### src/rtl/class_decision_unit_pkg.sv
// Shared constants and types for the keyword class decision stage.
// Class count and score width match the upstream dense layer output.
// Types: score_t (signed logit), cdu_state_t (decision FSM states).
package class_decision_unit_pkg;

  localparam int OUT_SIZE_4 = 3;
  localparam int SCORE_W    = 48;
  localparam int CLS_W      = $clog2(OUT_SIZE_4);

  typedef logic signed [SCORE_W-1:0] score_t;

  typedef enum logic [1:0] {
    IDLE,
    SCAN,
    DECIDE
  } cdu_state_t;

endpackage

### src/rtl/class_decision_unit_if.sv
// Score-vector input handshake plus decision result outputs.
// master: frame producer / result consumer; slave: the decision unit.
// Signals: in_valid/in_ready/score_vector in, out_valid/class_id/class_score/confident/detected out.
interface class_decision_unit_if #(
  parameter int OUT_SIZE_4 = class_decision_unit_pkg::OUT_SIZE_4,
  parameter int SCORE_W    = class_decision_unit_pkg::SCORE_W,
  parameter int CLS_W      = class_decision_unit_pkg::CLS_W
);

  logic                                in_valid;
  logic                                in_ready;
  logic [OUT_SIZE_4-1:0][SCORE_W-1:0]  score_vector;
  logic                                out_valid;
  logic [CLS_W-1:0]                    class_id;
  logic [SCORE_W-1:0]                  class_score;
  logic                                confident;
  logic                                detected;

  modport master (
    output in_valid, score_vector,
    input  in_ready, out_valid, class_id, class_score, confident, detected
  );

  modport slave (
    input  in_valid, score_vector,
    output in_ready, out_valid, class_id, class_score, confident, detected
  );

endinterface

### src/rtl/class_decision_unit_streak_filter.sv
// Consecutive-frame stability filter: counts confident frames of the same class.
// Latency: detected is registered on the update strobe edge.
// Backpressure: none, evaluates one decision per i_update pulse.
// Ports: clk, rst_n, i_update (strobe), i_class, i_confident, o_detected.
module streak_filter #(
  parameter int CLS_W       = 2,
  parameter int HOLD_FRAMES = 3
) (
  input  logic             clk,
  input  logic             rst_n,
  input  logic             i_update,
  input  logic [CLS_W-1:0] i_class,
  input  logic             i_confident,
  output logic             o_detected
);

  localparam int CNT_W = $clog2(HOLD_FRAMES + 1);
  localparam logic [CNT_W-1:0] HOLD_C = CNT_W'(HOLD_FRAMES);

  logic [CNT_W-1:0] r_count;
  logic [CNT_W-1:0] w_count_nxt;
  logic [CLS_W-1:0] r_prev_class;
  logic             r_prev_valid;
  logic             r_detected;

  // Count saturates at HOLD_FRAMES so detected stays up for a long streak.
  always_comb begin
    w_count_nxt = r_count;
    if (!i_confident) begin
      w_count_nxt = '0;
    end else if (r_prev_valid && (i_class == r_prev_class)) begin
      w_count_nxt = (r_count == HOLD_C) ? r_count : r_count + CNT_W'(1);
    end else begin
      w_count_nxt = CNT_W'(1);
    end
  end

  always_ff @(posedge clk or negedge rst_n) begin
    if (!rst_n) begin
      r_count      <= '0;
      r_prev_class <= '0;
      r_prev_valid <= 1'b0;
      r_detected   <= 1'b0;
    end else if (i_update) begin
      r_count    <= w_count_nxt;
      r_detected <= (w_count_nxt == HOLD_C);
      // Unconfident frames do not move the reference class.
      if (i_confident) begin
        r_prev_class <= i_class;
        r_prev_valid <= 1'b1;
      end
    end
  end

  assign o_detected = r_detected;

endmodule

### src/rtl/class_decision_unit.sv
// Argmax with runner-up tracking, confidence margin check and streak filter.
// Latency: out_valid pulses OUT_SIZE_4 edges after the accepting edge.
// Backpressure: in_ready only in IDLE; no output backpressure, outputs hold between pulses.
// Ports: clk, rst_n, bus (slave modport: in_valid/in_ready/score_vector, out_valid/class_id/class_score/confident/detected).
module class_decision_unit #(
  parameter int                 OUT_SIZE_4  = class_decision_unit_pkg::OUT_SIZE_4,
  parameter int                 SCORE_W     = class_decision_unit_pkg::SCORE_W,
  parameter logic [SCORE_W:0]   MARGIN      = '0,
  parameter int                 HOLD_FRAMES = 3
) (
  input  logic                   clk,
  input  logic                   rst_n,
  class_decision_unit_if.slave   bus
);

  import class_decision_unit_pkg::*;

  localparam int IDX_W = (OUT_SIZE_4 > 1) ? $clog2(OUT_SIZE_4) : 1;

  typedef logic signed [SCORE_W-1:0] sc_t;

  localparam sc_t SCORE_MIN = sc_t'({1'b1, {(SCORE_W-1){1'b0}}});

  cdu_state_t         r_state;
  cdu_state_t         w_state_nxt;
  logic               w_accept;
  logic               w_last;
  logic               w_decide;

  sc_t                r_scores [OUT_SIZE_4];
  sc_t                w_cur;
  sc_t                r_best;
  sc_t                r_second;
  logic [IDX_W-1:0]   r_best_idx;
  logic [IDX_W-1:0]   r_idx;

  logic signed [SCORE_W+1:0] w_diff;
  logic                      w_confident;

  logic               r_out_valid;
  logic [IDX_W-1:0]   r_class_id;
  sc_t                r_class_score;
  logic               r_confident;
  logic               w_detected;

  assign w_cur    = r_scores[r_idx];
  assign w_last   = (r_idx == IDX_W'(OUT_SIZE_4 - 1));
  assign w_decide = (r_state == DECIDE);

  // best >= second always holds, so the widened difference is non-negative.
  assign w_diff      = {{2{r_best[SCORE_W-1]}}, r_best} - {{2{r_second[SCORE_W-1]}}, r_second};
  assign w_confident = (w_diff >= $signed({1'b0, MARGIN}));

  always_ff @(posedge clk or negedge rst_n) begin
    if (!rst_n) begin
      r_state <= IDLE;
    end else begin
      r_state <= w_state_nxt;
    end
  end

  always_comb begin
    w_state_nxt = r_state;
    w_accept    = 1'b0;
    case (r_state)
      IDLE: begin
        if (bus.in_valid) begin
          w_accept    = 1'b1;
          w_state_nxt = SCAN;
        end
      end
      SCAN: begin
        if (w_last) begin
          w_state_nxt = DECIDE;
        end
      end
      DECIDE:  w_state_nxt = IDLE;
      default: w_state_nxt = IDLE;
    endcase
  end

  always_ff @(posedge clk or negedge rst_n) begin
    if (!rst_n) begin
      for (int i = 0; i < OUT_SIZE_4; i++) begin
        r_scores[i] <= '0;
      end
      r_best        <= '0;
      r_second      <= '0;
      r_best_idx    <= '0;
      r_idx         <= '0;
      r_out_valid   <= 1'b0;
      r_class_id    <= '0;
      r_class_score <= '0;
      r_confident   <= 1'b0;
    end else begin
      r_out_valid <= 1'b0;
      if (w_accept) begin
        for (int i = 0; i < OUT_SIZE_4; i++) begin
          r_scores[i] <= sc_t'(bus.score_vector[i]);
        end
        r_best     <= sc_t'(bus.score_vector[0]);
        r_best_idx <= '0;
        r_second   <= SCORE_MIN;
        r_idx      <= IDX_W'(1);
      end
      if (r_state == SCAN) begin
        // Strict compare: ties keep the lower index and land in second.
        if (w_cur > r_best) begin
          r_second   <= r_best;
          r_best     <= w_cur;
          r_best_idx <= r_idx;
        end else if (w_cur > r_second) begin
          r_second <= w_cur;
        end
        r_idx <= r_idx + IDX_W'(1);
      end
      if (w_decide) begin
        r_out_valid   <= 1'b1;
        r_class_id    <= r_best_idx;
        r_class_score <= r_best;
        r_confident   <= w_confident;
      end
    end
  end

  streak_filter #(
    .CLS_W       (IDX_W),
    .HOLD_FRAMES (HOLD_FRAMES)
  ) u_streak (
    .clk         (clk),
    .rst_n       (rst_n),
    .i_update    (w_decide),
    .i_class     (r_best_idx),
    .i_confident (w_confident),
    .o_detected  (w_detected)
  );

  assign bus.in_ready    = (r_state == IDLE);
  assign bus.out_valid   = r_out_valid;
  assign bus.class_id    = r_class_id;
  assign bus.class_score = r_class_score;
  assign bus.confident   = r_confident;
  assign bus.detected    = w_detected;

endmodule

### src/flat_wrapper.sv
// flat-port wrapper written by rule: the top's interface ports become plain ports
module class_decision_unit_flat import class_decision_unit_pkg::*;
#(
  parameter int                 OUT_SIZE_4  = class_decision_unit_pkg::OUT_SIZE_4,
  parameter int                 SCORE_W     = class_decision_unit_pkg::SCORE_W,
  parameter logic [SCORE_W:0]   MARGIN      = '0,
  parameter int                 HOLD_FRAMES = 3
)
  (clk, rst_n, bus_in_valid, bus_score_vector, bus_in_ready, bus_out_valid, bus_class_id, bus_class_score, bus_confident, bus_detected);
  class_decision_unit_if #(.OUT_SIZE_4(OUT_SIZE_4), .SCORE_W(SCORE_W), .CLS_W(2)) bus_i ();
  input  logic clk;
  input  logic rst_n;
  input wire logic [$bits(bus_i.in_valid)-1:0] bus_in_valid;
  input wire logic [$bits(bus_i.score_vector)-1:0] bus_score_vector;
  output wire logic [$bits(bus_i.in_ready)-1:0] bus_in_ready;
  output wire logic [$bits(bus_i.out_valid)-1:0] bus_out_valid;
  output wire logic [$bits(bus_i.class_id)-1:0] bus_class_id;
  output wire logic [$bits(bus_i.class_score)-1:0] bus_class_score;
  output wire logic [$bits(bus_i.confident)-1:0] bus_confident;
  output wire logic [$bits(bus_i.detected)-1:0] bus_detected;
  assign bus_i.in_valid = bus_in_valid;
  assign bus_i.score_vector = bus_score_vector;
  assign bus_in_ready = bus_i.in_ready;
  assign bus_out_valid = bus_i.out_valid;
  assign bus_class_id = bus_i.class_id;
  assign bus_class_score = bus_i.class_score;
  assign bus_confident = bus_i.confident;
  assign bus_detected = bus_i.detected;
  class_decision_unit #(.OUT_SIZE_4(OUT_SIZE_4), .SCORE_W(SCORE_W), .MARGIN(MARGIN), .HOLD_FRAMES(HOLD_FRAMES)) u_core (.clk(clk), .rst_n(rst_n), .bus(bus_i));
endmodule
### config.mk
export PLATFORM = sky130hd
export DESIGN_NAME = class_decision_unit_flat
export DESIGN_NICKNAME = d
export VERILOG_FILES = /design/src/rtl/class_decision_unit_pkg.sv /design/src/rtl/class_decision_unit_if.sv /design/src/rtl/class_decision_unit_streak_filter.sv /design/src/rtl/class_decision_unit.sv /design/src/flat_wrapper.sv
export SDC_FILE = /design/constraint.sdc
export NUM_CORES = 1
export LEC_CHECK = 0
export CAP_MARGIN = 20
export CORE_ASPECT_RATIO = 1.75
export CORE_MARGIN = 3
export CORE_UTILIZATION = 40
export DETAILED_ROUTE_END_ITERATION = 10
export DONT_BUFFER_PORTS = 1
export PLACE_DENSITY = 0.64
export SETUP_SLACK_MARGIN = 0.4
export SYNTH_ARGS = -nofsm -noshare
export SYNTH_HDL_FRONTEND = slang
export SYNTH_SLANG_ARGS = --single-unit
### constraint.sdc
create_clock -name clk -period 4.6 [get_ports clk]
set_input_delay 0.46 -clock clk [delete_from_list [all_inputs] [get_ports clk]]
set_output_delay 0.46 -clock clk [all_outputs]
set_load 0.02 [all_outputs]
Word level (Yosys, flattened, before mapping)
Cells that the tools add are included.

Input bits: 147. Logic and storage cells: 61. Flip-flop bits (word level): 304. Output and inout bits: 54.

$lt $le $gt $ge: 4. Reduce and logical (&&, ||, !) cells: 5. Add/subtract/negate cells: 3. Mux-type cells: 24. Bitwise operators: 1. Equality and inequality tests: 8.

Operators with widths (count): $mux 48 (9); $bmux 48 s2 (1); $gt 48x48->1 (2); $ge 50x1->1 const B (1); $sub 48x48->49 (1); $mux 2 (10); $eq 2x2->1 const B (4); $add 2x1->2 const B (2); $pmux 2 s2 (1); $reduce_and 2->1 (2); $ge 3x3->1 const B (1); $mux 1 (3); $not 2->3 (1); $eq 2x1->1 const B (1); $eq 2x2->1 (1); $logic_not 2->1 (1); $ne 2x1->1 const B (1); $ne 2x2->1 const B (1); $reduce_bool 2->1 (1); $logic_and 1x1->1 (1).

Depth between registers and ports, before layout
Depth in word-level cells: 8. Gate-level depth with buffers: 19. Gate-level depth less buffers: 14.

By module
A second synthesis with hierarchy kept.

Cells, all modules: 2112. Area total of the unflattened synthesis: 17747.0 µm².

Modules (own cells, without submodules): class_decision_unit (instances 1, sequential area each 7457.2 µm², area each 17480.5 µm², cells an instance 2090); streak_filter (instances 1, sequential area each 150.1 µm², area each 266.5 µm², cells an instance 22).

Least setup slack after synthesis
OpenSTA, ideal clock, no wires.

Path kind: flip-flop to flip-flop. Start point: register u_core.r_idx[1]. End point: register u_core.r_second[46]. Cell stages (with the launch flop): 19. Period minus slack after synthesis: 3650 ps. Setup time: 128 ps. Path buffers: 4. Arrival: 3522 ps. Setup slack: 950 ps. Data required time: 4472 ps. Path through: dfrtp_1 > clkbuf_1 > buf_1 > mux2i_1 > nor2_1 > a21oi_1 > inv_1 > ha_1 > nor2b_1 > o211ai_1 > a2111oi_0 > o32ai_1 > nand2_1 > a21oi_2 > mux2_4 > o211ai_4 > buf_6 > buf_6 > o211ai_2.

Word-level cells in the longest chain between the ends: 8. Elaborated cells between the ends (all ways): 9. Those cells by class: order compare (2); mux (6); bitwise (1).

RTL lines: start: declaration (line class_decision_unit.sv:35) `logic [IDX_W-1:0] r_idx;`; start signal: assignment (line class_decision_unit.sv:115) `r_idx <= r_idx + IDX_W'(1);`; $not 2->3 (not written as such) * (line class_decision_unit.sv:46) `assign w_cur = r_scores[r_idx];`; $bmux 48 s2 * (line class_decision_unit.sv:46); $mux 48 (not written as such) * (2 in series) (line class_decision_unit.sv:46); $gt 48x48->1 (line class_decision_unit.sv:112) `end else if (w_cur > r_second) begin`; $mux 48 (line class_decision_unit.sv:112); $mux 48 * (line class_decision_unit.sv:108) `if (w_cur > r_best) begin`; $mux 48 * (line class_decision_unit.sv:106) `if (r_state == SCAN) begin`; end signal: assignment (line class_decision_unit.sv:109) `r_second <= r_best;`; end signal: assignment (line class_decision_unit.sv:113) `r_second <= w_cur;`; end: declaration (line class_decision_unit.sv:33) `sc_t r_second;`.

Mark *: on every way between the ends. The rest lies on a longest branch, timed or not. The select of a mux whose other input is x is not followed. A chain may end at the register's enable or synchronous reset.

Final worst setup path
Start point: register u_core.r_idx[1]. End point: register u_core.r_second[25].

The elaborated chain is that of the path after synthesis.

==> impl_metrics.env <==
export IMPL_status="finished, violations left"
export IMPL_violations="hold timing"
export IMPL_seq_area_frac_synth=0.452
export IMPL_crit_path_max_fanout=24
export IMPL_drt_iter0_drc=802
export IMPL_hold_slack_ns=-0.389
export IMPL_postCtsHoldBufs=94
export IMPL_clock_fmax_mhz=252
export IMPL_clkLatencyLatePin_ns=0.59
export IMPL_drc_errors=0
export IMPL_power_leakage_uw=0.00955
export IMPL_worst_slew_pin_slew_ns=0.982
export IMPL_area_growth_pct=16.1
export IMPL_synthMuxAreaShare=0.0308
export IMPL_cts_path_max_buffers=3
export IMPL_fin_nets=2266
export IMPL_drive_above_1_share=0.0641
export IMPL_clock_skew_ns=0.0270
export IMPL_finalMaxSlewViolations=0
export IMPL_period_minus_slack_ns=3.97
export IMPL_ys_flop_type="dfrtp_1"
export IMPL_setup_slack_ns=0.629
export IMPL_fp_dieW_um=161
export IMPL_min_path_type="in2async"
export IMPL_die_y_um=277
export IMPL_timing_rr_start="u_core.r_idx[1]$_DFFE_PN0P_"
export IMPL_h_tree_depth=1
export IMPL_cts_sinks=304
export IMPL_viasPerCell=5.42
export IMPL_mostFrequentLayoutCells="nand2_1 (516), dfrtp_1 (302), inv_1 (150)"
export IMPL_dp_hpwl_um=35200
export IMPL_cp_arrival_ns=4.42
export IMPL_diodes=0
export IMPL_synth_simple_gate_area_share=0.203
export IMPL_drtAntennaViolNets=0
export IMPL_final_period_utilization=0.863
export IMPL_critPathRequiredTime_ns=5.05
export IMPL_dp_cells=2393
export IMPL_final_setup_tns_ns=0
export IMPL_first_pass_iters=5
export IMPL_r2r_slack_ns=0.63
export IMPL_synth_seq_cells=304
export IMPL_wire_per_inst_um=19.6
export IMPL_avgSynthCellArea_um2=8.74
export IMPL_cp_start_kind="register"
export IMPL_critPathCaptureType="register"
export IMPL_critical_path_class="reg2reg"
export IMPL_finalSetupViolCount=0
export IMPL_rows=98
export IMPL_grt_max_degree=305
export IMPL_clock_tree_root_cell="clkbuf_16"
export IMPL_seq_area_um2=7610
export IMPL_synth_xor_area_share=0.00104
export IMPL_multi_input_area_um2=8290
export IMPL_fp_coreArea_um2=41200
export IMPL_reg2reg_depth=16
export IMPL_synth_top_family_by_area="simple AND/OR/NAND/NOR gates"
export IMPL_vdd_drop_max_uv=849
export IMPL_grt_use_total=0.220
export IMPL_cts_buffers=30
export IMPL_port_buffer_count=0
export IMPL_syn_instance_count=1926
export IMPL_io_pins=201
export IMPL_fillers=3972
export IMPL_vias=13800
export IMPL_crit_chain="buf_12 > mux2i_1 > nor2_1 > a21oi_1 > inv_1 > ha_1 > nor2b_1 > o211ai_1 > a2111oi_4 > o32ai_1 > nand2_1 > a21oi_2 > mux2_4 > o211ai_4 > buf_8 > o211ai_1"
export IMPL_rsz0062_at_grt="false"
export IMPL_netlist_area_um2=16800
export IMPL_async_flop_share=1.00
export IMPL_slew_headroom=0.345
export IMPL_synth_compound_area_frac=0.144
export IMPL_yosys_warnings=0
export IMPL_synth_edf_count=0
export IMPL_grt_antenna_before_repair=0
export IMPL_fp_dieArea_um2=44700
export IMPL_crit_top_cell="o211ai_1"
export IMPL_cellPowerDensity_nw_per_um2=911
export IMPL_crit_slowest_cell="dfrtp_2"
export IMPL_synth_nets=2218
export IMPL_synth_fa_ha_area_frac=0.108
export IMPL_drv_cap=0
export IMPL_place_ws_ns=0.00997
export IMPL_cts_tree="yes"
export IMPL_overflow=0
export IMPL_path_clk_slew_ns=0.07
export IMPL_final_cells=2548
export IMPL_grt_pass1_wl_um=79000
export IMPL_hold_viol_final=304
export IMPL_r2r_end="u_core.r_second[25]$_DFF_PN0_"
export IMPL_first_global_vias=14500
export IMPL_gp_congestion=0.880
export IMPL_layout_commonest_cell="nand2_1"
export IMPL_slowest_delay_ns=0.47
export IMPL_start_util=0.409
export IMPL_wl_um=49900
export IMPL_synth_cell_types=61
worst max-delay path by stage:
stage,startpoint,end,depth (start not counted)
after floorplan,u_core.r_idx[1]$_DFFE_PN0P_,u_core.r_second[46]$_DFF_PN0_,18
after detailed placement,u_core.r_idx[1]$_DFFE_PN0P_,u_core.r_second[19]$_DFF_PN0_,15
after CTS,u_core.r_idx[0]$_DFFE_PN0P_,u_core.r_second[47]$_DFF_PN0_,16
final,u_core.r_idx[1]$_DFFE_PN0P_,u_core.r_second[25]$_DFF_PN0_,16
after global routing,u_core.r_idx[1]$_DFFE_PN0P_,u_core.r_second[21]$_DFF_PN0_,16
after global placement,u_core.r_idx[1]$_DFFE_PN0P_,u_core.r_second[22]$_DFF_PN0_,15
logic make-up (layout without fill, tap and decap cells):
family / count (synthesis) / after routing
AND/OR/NAND/NOR: 797 / 797
AO/OA/AOI/OAI: 372 / 372
flip-flops: 304 / 304
buffers and inverters: 255 / 327
adder cells (fa/ha/maj): 145 / 145
multiplexers: 51 / 51
XOR/XNOR: 2 / 2
flip-flops by register name, indices dropped and copies added, names as in the netlist:
register,cells
u_core.r_state,2
u_core.bus.confident,1
u_core.bus.class_score,48
u_core.u_streak.r_count,2
u_core.u_streak.r_prev_class,2
u_core.r_idx,2
u_core.r_scores,144
u_core.bus.out_valid,1
u_core.u_streak.o_detected,1
u_core.r_best_idx,2
u_core.bus.class_id,2
u_core.r_best,48
u_core.u_streak.r_prev_valid,1
u_core.r_second,48
cell usage after synthesis, types with 6 or more instances:
cell / count / area, um2
clkbuf_1: 64 / 240
o211ai_1: 35 / 263
a21o_1: 19 / 143
a21oi_1: 92 / 460
nor2_1: 67 / 251
inv_1: 150 / 563
a21boi_0: 47 / 353
o211ai_2: 21 / 263
nand4_1: 26 / 163
or3_1: 50 / 313
o21ai_0: 115 / 576
buf_6: 6 / 67.6
buf_1: 15 / 56.3
buf_2: 15 / 75.1
a211oi_1: 6 / 45.0
nand3_1: 104 / 521
nor3_1: 8 / 40.0
ha_1: 145 / 1810
mux2i_1: 49 / 490
nand2_1: 517 / 1940
dfrtp_1: 304 / 7610
per-layer routing:
metal | global-route usage | vias to the layer above | part of all wire
met5 | 0 | - | 0
met4 | 0.0930 | 0 | 0.044
met3 | 0.0269 | 110 | 0.040
met2 | 0.408 | 318 | 0.53
met1 | 0.253 | 6771 | 0.38
li1 | - | 6607 | -
critical path: cells and delay by family, from the launching register on:
family / cells / cell delay [ns]
buffers and inverters: 3 / 0.64
adders and majority gates: 1 / 0.29
DFF: 1 / 0.47
and+or+nand+nor: 3 / 0.34
AOI/OAI and AO/OA: 7 / 1.45
muxes: 2 / 0.59
stage by stage:
| step | instance area [um2] | utilization | power [uW] |
|---|---|---|---|
| finish | 19600 | 0.475 | 17800 |
| global route | 19600 | 0.475 | 19300 |
| CTS | 19500 | 0.472 | 17800 |
| detailed placement | 17300 | 0.421 | 14800 |
| global placement | 17300 | 0.421 | 14500 |
| floorplan | 16800 | - | 11900 |
timing repair:
item	CTS	global route
hold endpoints to repair	398	304
buffers inserted	2	1
endpoints found under the setup margin	98	98
pin swaps	1	1
resized for setup	8	12
cloned	0	1
power by group:
part           internal, uW  leakage, uW  switching (uW)  total [uW]
Sequential             3930      0.00385            1150        5090
Clock                  1630     0.000522            1140        2770
Combinational          3540      0.00518            6420        9960
Total                  9100      0.00955            8710       17800
final cells by class:
| class | instances | area share |
|---|---|---|
| Multi-Input combinational cell | 1367 | 0.424 |
| Sequential cell | 304 | 0.389 |
| Inverter | 150 | 0.0288 |
| Timing Repair Buffer | 121 | 0.0658 |
| Clock buffer | 34 | 0.0402 |
| Tap cell | 550 | 0.0352 |
| Clock inverter | 22 | 0.0166 |
(Power assumes the default switching activity.)
